### config.mk
export PLATFORM = sky130hd
export DESIGN_NAME = pipe_hazard_ctrl
export DESIGN_NICKNAME = d
export VERILOG_FILES = /design/src/rtl/pipe_pkg.sv /design/src/rtl/hazard_tag_match.sv /design/src/rtl/pipe_hazard_ctrl.sv
export SDC_FILE = /design/constraint.sdc
export NUM_CORES = 1
export LEC_CHECK = 0
export CELL_PAD_IN_SITES_DETAIL_PLACEMENT = 0
export CELL_PAD_IN_SITES_GLOBAL_PLACEMENT = 1
export CORE_MARGIN = 2
export CORE_UTILIZATION = 38
export DETAILED_ROUTE_END_ITERATION = 7
export PLACE_DENSITY = 0.89
export SYNTH_ARGS = -nofsm -noshare
export SYNTH_HDL_FRONTEND = slang
export SYNTH_HIERARCHICAL = 1
export SYNTH_SLANG_ARGS = --single-unit
### constraint.sdc
create_clock -name clk -period 2.83 [get_ports clk]
set_clock_uncertainty 0.1 [all_clocks]
set_input_delay 0.566 -clock clk [delete_from_list [all_inputs] [get_ports clk]]
set_output_delay 0.566 -clock clk [all_outputs]
set_load 0.05 [all_outputs]
### src/rtl/pipe_pkg.sv
// Shared types and constants for the pipeline hazard controller.
package pipe_pkg;

    localparam int unsigned REG_W = 5;
    localparam int unsigned FWD_W = 2;
    localparam int unsigned ST_W  = 2;

    // Controller sequencing states; encoding 3 is unused and decodes to RUN.
    typedef enum logic [ST_W-1:0] {
        ST_RUN   = 2'd0,
        ST_HAZ   = 2'd1,
        ST_REDIR = 2'd2
    } state_e;

    // EX operand source selects.
    localparam logic [FWD_W-1:0] FWD_REGFILE = 2'b00;
    localparam logic [FWD_W-1:0] FWD_EXMEM   = 2'b01;
    localparam logic [FWD_W-1:0] FWD_MEMWB   = 2'b10;

    // Shadow tag carried alongside each pipeline stage.
    typedef struct packed {
        logic             valid;
        logic             wen;
        logic [REG_W-1:0] rd;
        logic             is_load;
        logic [REG_W-1:0] rs1;
        logic [REG_W-1:0] rs2;
    } stage_tag_t;

    localparam stage_tag_t TAG_NONE = '0;

endpackage

### src/rtl/hazard_tag_match.sv
// Producer/consumer register tag compare; x0 never produces a hazard.
module hazard_tag_match
    import pipe_pkg::*;
(
    input  logic             valid,
    input  logic             wen,
    input  logic [REG_W-1:0] rd,
    input  logic [REG_W-1:0] rs,
    input  logic             rs_used,
    output logic             match_c
);

    // A live writer of a non-zero register that the consumer actually reads.
    assign match_c = valid & wen & rs_used & (rs != '0) & (rd == rs);

endmodule

### src/rtl/pipe_hazard_ctrl.sv
// Hazard detection, stall/flush sequencing and EX forwarding for a 5-stage RV32I pipe.
module pipe_hazard_ctrl
    import pipe_pkg::*;
#(
    parameter bit          FWD_EN    = 1'b0,
    parameter bit          WB_BYPASS = 1'b0,
    parameter int unsigned CNT_W     = 16
) (
    input  logic             clk,
    input  logic             rst,
    input  logic             id_valid,
    input  logic [REG_W-1:0] id_rs1,
    input  logic [REG_W-1:0] id_rs2,
    input  logic             id_rs1_used,
    input  logic             id_rs2_used,
    input  logic [REG_W-1:0] id_rd,
    input  logic             id_wen,
    input  logic             id_is_load,
    input  logic             mem_pcsrc,
    output logic             pc_en,
    output logic             if_id_en,
    output logic             if_id_flush,
    output logic             id_ex_bubble,
    output logic             ex_mem_flush,
    output logic [FWD_W-1:0] fwd_a_sel,
    output logic [FWD_W-1:0] fwd_b_sel,
    output logic [ST_W-1:0]  state,
    output logic [CNT_W-1:0] stall_cnt,
    output logic [CNT_W-1:0] flush_cnt
);

    localparam int unsigned N_STG = 3;  // 0: ID/EX, 1: EX/MEM, 2: MEM/WB
    localparam int unsigned N_SRC = 2;

    stage_tag_t       shd_q [N_STG];
    stage_tag_t       id_tag;
    state_e           state_q;
    logic [REG_W-1:0] id_rs   [N_SRC];
    logic             id_used [N_SRC];
    logic [REG_W-1:0] ex_rs   [N_SRC];
    logic [N_STG*N_SRC-1:0] hz_m;
    logic [(N_STG-1)*N_SRC-1:0] fw_m;
    logic             hazard_c;
    logic             stall_c;
    logic             unused_tag_bits;

    // Pack the ID-stage instruction into a shadow tag.
    always_comb begin
        id_tag         = TAG_NONE;
        id_tag.valid   = id_valid;
        id_tag.wen     = id_wen;
        id_tag.rd      = id_rd;
        id_tag.is_load = id_is_load;
        id_tag.rs1     = id_rs1;
        id_tag.rs2     = id_rs2;
    end

    assign id_rs[0]   = id_rs1;
    assign id_rs[1]   = id_rs2;
    assign id_used[0] = id_rs1_used;
    assign id_used[1] = id_rs2_used;
    assign ex_rs[0]   = shd_q[0].rs1;
    assign ex_rs[1]   = shd_q[0].rs2;

    // ID sources against every downstream producer.
    for (genvar s = 0; s < N_STG; s++) begin : g_hz_stg
        for (genvar r = 0; r < N_SRC; r++) begin : g_hz_src
            hazard_tag_match u_hz (
                .valid   (shd_q[s].valid),
                .wen     (shd_q[s].wen),
                .rd      (shd_q[s].rd),
                .rs      (id_rs[r]),
                .rs_used (id_used[r]),
                .match_c (hz_m[s*N_SRC+r])
            );
        end
    end

    // EX consumer sources against EX/MEM and MEM/WB producers.
    for (genvar s = 1; s < N_STG; s++) begin : g_fw_stg
        for (genvar r = 0; r < N_SRC; r++) begin : g_fw_src
            hazard_tag_match u_fw (
                .valid   (shd_q[s].valid),
                .wen     (shd_q[s].wen),
                .rd      (shd_q[s].rd),
                .rs      (ex_rs[r]),
                .rs_used (shd_q[0].valid),
                .match_c (fw_m[(s-1)*N_SRC+r])
            );
        end
    end

    // Hazard window depends on whether results can be forwarded.
    always_comb begin
        hazard_c = 1'b0;
        if (FWD_EN) begin
            hazard_c = shd_q[0].is_load & (|hz_m[1:0]);
        end else begin
            hazard_c = (|hz_m[1:0]) | (|hz_m[3:2]) | (~WB_BYPASS & (|hz_m[5:4]));
        end
    end

    // A taken branch squashes the stalled instruction, so it overrides the stall.
    assign stall_c      = id_valid & hazard_c & ~mem_pcsrc;
    assign pc_en        = ~stall_c;
    assign if_id_en     = ~stall_c;
    assign id_ex_bubble = stall_c | mem_pcsrc;
    assign if_id_flush  = mem_pcsrc;
    assign ex_mem_flush = mem_pcsrc;

    // EX operand selects; the younger EX/MEM result wins unless it is still a load.
    always_comb begin
        fwd_a_sel = FWD_REGFILE;
        fwd_b_sel = FWD_REGFILE;
        if (FWD_EN) begin
            if (fw_m[0] & ~shd_q[1].is_load) fwd_a_sel = FWD_EXMEM;
            else if (fw_m[2])                fwd_a_sel = FWD_MEMWB;
            if (fw_m[1] & ~shd_q[1].is_load) fwd_b_sel = FWD_EXMEM;
            else if (fw_m[3])                fwd_b_sel = FWD_MEMWB;
        end
    end

    // Shadow tag pipeline; bubbles and flushes kill the tag, later stages keep moving.
    always_ff @(posedge clk) begin
        if (rst) begin
            for (int i = 0; i < N_STG; i++) shd_q[i] <= TAG_NONE;
        end else begin
            shd_q[0] <= id_tag;
            if (id_ex_bubble) begin
                shd_q[0].valid <= 1'b0;
                shd_q[0].wen   <= 1'b0;
            end
            shd_q[1] <= shd_q[0];
            if (ex_mem_flush) begin
                shd_q[1].valid <= 1'b0;
                shd_q[1].wen   <= 1'b0;
            end
            shd_q[2] <= shd_q[1];
        end
    end

    // Sequencing state: a redirect dominates, otherwise track the stall.
    always_ff @(posedge clk) begin
        if (rst) begin
            state_q <= ST_RUN;
        end else begin
            case (state_q)
                ST_HAZ: begin
                    if (mem_pcsrc)     state_q <= ST_REDIR;
                    else if (!stall_c) state_q <= ST_RUN;
                    else               state_q <= ST_HAZ;
                end
                ST_REDIR: begin
                    if (mem_pcsrc)     state_q <= ST_REDIR;
                    else if (stall_c)  state_q <= ST_HAZ;
                    else               state_q <= ST_RUN;
                end
                default: begin
                    if (stall_c)        state_q <= ST_HAZ;
                    else if (mem_pcsrc) state_q <= ST_REDIR;
                    else                state_q <= ST_RUN;
                end
            endcase
        end
    end

    assign state = state_q;

    // Saturating bring-up counters.
    always_ff @(posedge clk) begin
        if (rst) begin
            stall_cnt <= '0;
            flush_cnt <= '0;
        end else begin
            if (stall_c && (stall_cnt != '1))   stall_cnt <= stall_cnt + CNT_W'(1);
            if (mem_pcsrc && (flush_cnt != '1)) flush_cnt <= flush_cnt + CNT_W'(1);
        end
    end

    // Tag fields carried for debug visibility but not consumed downstream.
    assign unused_tag_bits = ^{shd_q[1].rs1, shd_q[1].rs2,
                               shd_q[2].is_load, shd_q[2].rs1, shd_q[2].rs2};

endmodule

==> results.yml, run 1 <==
clock_tree:
  path_clk_slew_ns: 0.11
  numCtsBuffers: 5
  htree_num_levels: 2
  clock-sinks: 55
  worst_skew_pair.late_latency_ns: 0.31
  clock_tree.buffer_depth: 2
  cts_root_buf: "clkbuf_8"
  cts_tree: "built"
outcome:
  outcome: "complete, but fails checks"
  violations: "negative setup slack"
yosys:
  synthTopCellsByArea: "dfxtp_1 23%, edfxtp_1 21%, xnor2_1 11%"
  yosys.cell_types.count: 43
  ys_warn_count: 6
  synth_top_area_share_pct: 23.20
  synth_cells: 305
  ys_ff_latch: 55
  avgSynthCellArea_sq_um: 9.620
  yosysTopAreaCell: "dfxtp_1"
  yosysSeqAreaShare_pct: 44.69
  syn_area_sq_um: 2934
worst_setup_path:
  crit_required_ns: 2.16
  crit_chain: "xnor2_2 > nand4_1 > nor3_2 > nor2_2 > a311oi_4 > clkinvlp_4 > buf_12"
  critPathBufInv: 2
  crit_path_start_kind: "flop"
  cpLargestDelayFamily: "flip-flops"
  slowest_delay_ns: 0.51
  worstSetupPathType: "flop to output pin"
  crit_cells: 7
  reg2regPathDepth: 10
  cp_slowest_cell: "edfxtp_1"
  worstPathArrival_ns: 2.20
  cp-end-kind: "output pin"
  crit_fanout: 3
grt:
  grt_pass1_wl_mm: 11.69
  antenna_found_initial: 0
  overflow: 0
  grt_use_total_pct: 17.14
  grt_pass1_vias: 2478
  grt_max_degree: 25
power_and_ir_drop:
  p_int_mw: 1.126
  pwr-share-comb_pct: 13.8
  power.density_nw_per_um2: 379.6
  p_leak_nw: 1.436
  p_clk_share_pct: 29.1
  seq_power_share_pct: 57.0
  p_sw_mw: 0.4035
  total_power_mw: 1.530
  peakVddDrop_uv: 196.5
  sw_frac_of_total_pct: 26.37
timing:
  fmax_ghz: 0.3492
  setup_slack_ns: -0.03361
  maxSlewHeadroom_pct: 62.94
  tightest_slew_ns: 0.5558
  layout_min_cycle_time_ns: 2.864
  finalHoldViolations: 0
  drv_slew: 0
  setup_viol: 2
  timing.final.crit_share_pct: 101.2
  rsz0062_at_grt: "true"
floorplanning:
  start_util_pct: 38.57
  io_pins: 66
  die_w_um: 91.87
  dieHeight_um: 91.87
  fp-row-count: 32
  coreArea_sq_um: 7607
  die_area_sq_um: 8440
routing:
  dr_total_vias: 2574
  drt-initial-drc-count: 95
  ant_nets: 0
  firstDrtPassIters: 4
  wl_per_cell_um: 13.46
  wirelength_mm: 6.892
  via_per_inst: 5.027
  drc_errors: 0
cells_and_area:
  layout-drive-gt1-share_pct: 19.02
  fillers: 713
  area.sequential_sq_um: 1311
  nNetsFinal: 434
  diodes: 0
  multi_input_area_sq_um: 1650
  area_growth_pct: 37.36
  utilization_pct: 52.98
placement:
  port_buffers: 60
  gp_congestion: 0.7624
  place_hpwl_mm: 4.886
run:
  maxCapViolations: 0
hold_path:
  hold_path.class: "flop to flop"
  min_path_cells: 2
per-layer routing:
metal  track usage, %  vias up  routed length (um)
met5                0        -                   0
met1            21.02     1222                2978
met3            2.958        8                 263
met2            30.21       53                3519
met4            6.095        0                 131
li1                 -     1291                   -
power by group through the flow:
stage | registers, mW | clock network (mW) | logic (mW)
after floorplan | 0.897 | 0 | 0.113
after global placement | 0.888 | 0 | 0.200
final | 0.873 | 0.445 | 0.212
after CTS | 0.873 | 0.464 | 0.208
after detailed placement | 0.889 | 0 | 0.204
after global routing | 0.876 | 0.494 | 0.230
repair_timing:
| action | CTS | global route |
|---|---|---|
| endpoints found under the setup margin | 16 | 8 |
| resized for setup | 59 | 7 |
| pin swaps | 8 | 2 |
| hold buffers | 0 | 0 |
| setup buffers | 10 | 1 |
synthesized netlist by cell type (all sizes together):
library cell	number
a211oi	1
a21oi	11
a311oi	1
a31oi	2
a41oi	1
and2	2
and3	7
and4	2
buf	10
clkbuf	6
conb	2
dfxtp	34
edfxtp	21
ha	2
inv	7
mux2	2
mux2i	3
nand2	7
nand2b	2
nand3	10
nand4	18
nor2	34
nor2b	19
nor3	18
nor3b	1
nor4	7
nor4b	1
o211ai	3
o21ai	6
o31ai	7
or3	4
or4	13
xnor2	37
xor2	4
cell usage in the layout (no fill, tap or decap), types with 7 or more instances in the layout:
cell and n:
xnor2_1 32, nand2_1 7, o31ai_1 7, conb_1 25, buf_4 33, a21oi_1 10, dfxtp_1 34, nor2_1 32
clkdlybuf4s50_1 42, nor3_1 13, edfxtp_1 21, nand3_1 9, nor2b_1 19, or4_1 12, buf_2 7, nand4_1 16
state kept, by name (all words and copies together) (netlist names):
name,count
shd_q,21
flush_cnt,16
stall_cnt,16
state,2
final timing paths:
check	from	end	slack, ns
setup reg to reg	shd_q[0][33]	stall_cnt[14]	0.04
hold / removal	stall_cnt[9]	stall_cnt[9]	0.42
setup / recovery	shd_q[0][33]	pc_en	-0.03
hold reg to reg	stall_cnt[9]	stall_cnt[9]	0.42
worst min-delay path: cells and delay by family, from the launching register on:
| family | cells | cell delay, ns |
|---|---|---|
| compound gates | 2 | 0.13 |
| flops | 1 | 0.35 |
layout make-up:
| type | instances | area share [%] |
|---|---|---|
| clock buffers | 6 | 1.801 |
| clock inverters | 2 | 0.3726 |
| well taps | 102 | 3.167 |
| inverters | 7 | 0.7451 |
| flip-flops and latches | 55 | 32.54 |
| multi-input cells | 250 | 40.95 |
| repair buffers | 90 | 20.43 |
logic make-up (layout without fill, tap and decap cells):
| logic type | Yosys count | after routing | share of synthesized area [%] |
|---|---|---|---|
| buffers and inverters | 23 | 105 | 4.606 |
| multiplexers | 5 | 5 | 1.791 |
| AND/OR/NAND/NOR | 145 | 145 | 28.10 |
| AO/OA/AOI/OAI | 32 | 32 | 7.463 |
| flip-flops | 55 | 55 | 44.69 |
| adder cells (fa/ha/maj) | 2 | 2 | 0.8527 |
| other | 2 | 25 | 0.2560 |
| XOR/XNOR | 41 | 41 | 12.24 |
stage by stage:
step	area (sq um)	instances	hold slack [ns]	TNS, ns	setup slack (ns)
floorplan	3024	328	0.4483	0	0.03219
global placement	3819	493	0.3856	-6.756	-0.4617
detailed placement	3819	493	0.4047	-7.734	-0.5538
CTS	3984	511	0.4192	-0.05387	-0.02714
global route	4030	512	0.4444	-0.4148	-0.1270
finish	4030	512	0.4184	-0.06698	-0.03361
(Power assumes the default switching activity.)
==> run 2: changes to the inputs <==
--- a/config.mk
+++ b/config.mk
@@ -11,6 +11,7 @@
 export CORE_UTILIZATION = 38
 export DETAILED_ROUTE_END_ITERATION = 7
 export PLACE_DENSITY = 0.89
+export RECOVER_POWER = 100
 export SYNTH_ARGS = -nofsm -noshare
 export SYNTH_HDL_FRONTEND = slang
 export SYNTH_HIERARCHICAL = 1
==> run 2 against run 1 <==
Compared with the run above:
- the flow still finishes with violations (negative setup slack)
- hold slack worse by 0.0033 ns
- via count down 0.62%
- routed wire length decreased by 0.55%
- combinational power fell by 3%
- largest power group unchanged
- first-iteration DRC count decreased by 12%
- power decreased by 0.39%
- critical path depth stayed put
- fmax is 0.15% higher
- worst setup slack gained 0.0042 ns
- global-route usage did not move
- non-clock buffer count unchanged
- die area unchanged
==> results.yml, run 2 (same netlist as run 1, synthesis figures left out) <==
grt:
  grt_max_degree: 25
  grt_pass1_vias: 2478
  grt_use_total_pct: 17.14
  overflow: 0
  antenna_found_initial: 0
  grt_pass1_wl_mm: 11.69
routing:
  wirelength_mm: 6.854
  via_per_inst: 4.996
  drt-initial-drc-count: 84
  wl_per_cell_um: 13.39
  dr_total_vias: 2558
  ant_nets: 0
  drc_errors: 0
  firstDrtPassIters: 4
power_and_ir_drop:
  seq_power_share_pct: 57.2
  sw_frac_of_total_pct: 26.43
  p_int_mw: 1.121
  total_power_mw: 1.524
  power.density_nw_per_um2: 381.6
  p_clk_share_pct: 29.3
  p_sw_mw: 0.4027
  pwr-share-comb_pct: 13.5
  peakVddDrop_uv: 192.7
  p_leak_nw: 1.528
outcome:
  violations: "negative setup slack"
  outcome: "complete, but fails checks"
placement:
  dp_slack_ns: -0.5538
  place_inst: 493
  place_hpwl_mm: 4.886
  port_buffers: 60
  gp_congestion: 0.7624
  post_dp_cell_area_sq_um: 3819
worst_setup_path:
  critPathBufInv: 2
  slowest_delay_ns: 0.51
  crit_path_start_kind: "flop"
  cp-endpoint: "pc_en"
  timing.rr.start: "shd_q[0][33]"
  reg2regPathDepth: 10
  cp-end-kind: "output pin"
  cpLargestDelayFamily: "flip-flops"
  worstSetupStartpoint: "shd_q[0][33]"
  timing.rr.end: "stall_cnt[14]"
  r2r_setup_slack_ns: 0.04
  cp_slowest_cell: "edfxtp_1"
  worstPathArrival_ns: 2.19
  worstSetupPathType: "flop to output pin"
  crit_cells: 7
  crit_required_ns: 2.16
  crit_fanout: 3
  crit_chain: "xnor2_2 > nand4_1 > nor3_2 > nor2_2 > a311oi_4 > clkinvlp_4 > buf_12"
clock_tree:
  path_clk_slew_ns: 0.10
  numCtsBuffers: 5
  worst_skew_pair.late_latency_ns: 0.31
  clock-sinks: 55
  cts_root_buf: "clkbuf_8"
  htree_num_levels: 2
  clock_tree.buffer_depth: 2
  cts_hold_buf: 0
  cts_tree: "built"
timing:
  setup_viol: 2
  setup_slack_ns: -0.02944
  drv_slew: 0
  hold_slack_ns: 0.4150
  finalSetupTns_ns: -0.05863
  rsz0062_at_grt: "true"
  timing.final.crit_share_pct: 101.0
  maxSlewHeadroom_pct: 26.21
  finalHoldViolations: 0
  layout_min_cycle_time_ns: 2.859
  fmax_ghz: 0.3497
  tightest_slew_ns: 1.107
cells_and_area:
  fillers: 722
  reg.largest.list: "shd_q (21), flush_cnt (16), stall_cnt (16)"
  layout-drive-gt1-share_pct: 17.56
  regMostFlops: "shd_q"
  largest_reg_flops: 21
  area_growth_pct: 36.12
  diodes: 0
  utilization_pct: 52.50
  postLayoutCellArea_sq_um: 3994
  layout_common_cells: "34 x dfxtp_1, 34 x dlygate4sd3_1, 32 x nor2_1, 32 x xnor2_1, 30 x buf_4"
  nNetsFinal: 434
  stdcell_count: 512
hold_path:
  hold_path.class: "flop to flop"
floorplanning:
  die_area_sq_um: 8440
  start_util_pct: 38.57
  coreArea_sq_um: 7607
  die_w_um: 91.87
  fp-row-count: 32
  io_pins: 66
  dieHeight_um: 91.87
run:
  maxCapViolations: 0
==> run 2: how the worst min path moves through the flow <==
stage | from | to | slack, ns | cells after the start
floorplan | shd_q[0][16] | shd_q[0][34] | 0.45 | 1
global placement | stall_cnt[14] | stall_cnt[14] | 0.39 | 2
detailed placement | stall_cnt[9] | stall_cnt[9] | 0.40 | 2
CTS | stall_cnt[9] | stall_cnt[9] | 0.42 | 2
global route | stall_cnt[9] | stall_cnt[9] | 0.44 | 2
finish | stall_cnt[9] | stall_cnt[9] | 0.42 | 2
==> run 2: power by group through the flow <==
stage               clock (mW)  combinational (mW)  sequential [mW]
global placement             0               0.200            0.888
CTS                      0.464               0.208            0.873
finish                   0.446               0.206            0.872
floorplan                    0               0.113            0.897
detailed placement           0               0.204            0.889
global route             0.494               0.223            0.876
==> run 2: worst reg2reg max path, stage by stage (launching register included) <==
cell        delay [ns]
edfxtp_1          0.51
xnor2_2           0.20
nand4_1           0.15
nor3_2            0.15
nor2_2            0.08
a311oi_4          0.38
clkinvlp_4        0.23
buf_4             0.17
buf_4             0.12
or4_4             0.50
a21oi_2           0.13
==> run 2: final cells by class <==
cell class	count	area, sq um	share of cell area [%]
multi-input combinational	250	1639	41.04
sequential	55	1311	32.83
timing repair buffer	90	798.3	19.99
tap	102	127.6	3.195
clock buffer	6	72.57	1.817
inverter	7	30.03	0.7519
clock inverter	2	15.01	0.3759
==> run 2: timing repair <==
| item | 4_1_cts | 5_1_grt |
|---|---|---|
| resized for setup | 59 | 7 |
| pin swaps | 8 | 2 |
| endpoints found under the setup margin | 16 | 8 |
| buffers inserted | 10 | 1 |
==> run 2: per-layer routing <==
metal	track usage (%)	vias to the layer above	wire (um)
li1	-	1290	-
met1	21.02	1218	3009
met2	30.21	42	3506
met3	2.958	8	207
met4	6.095	0	131
met5	0	-	0
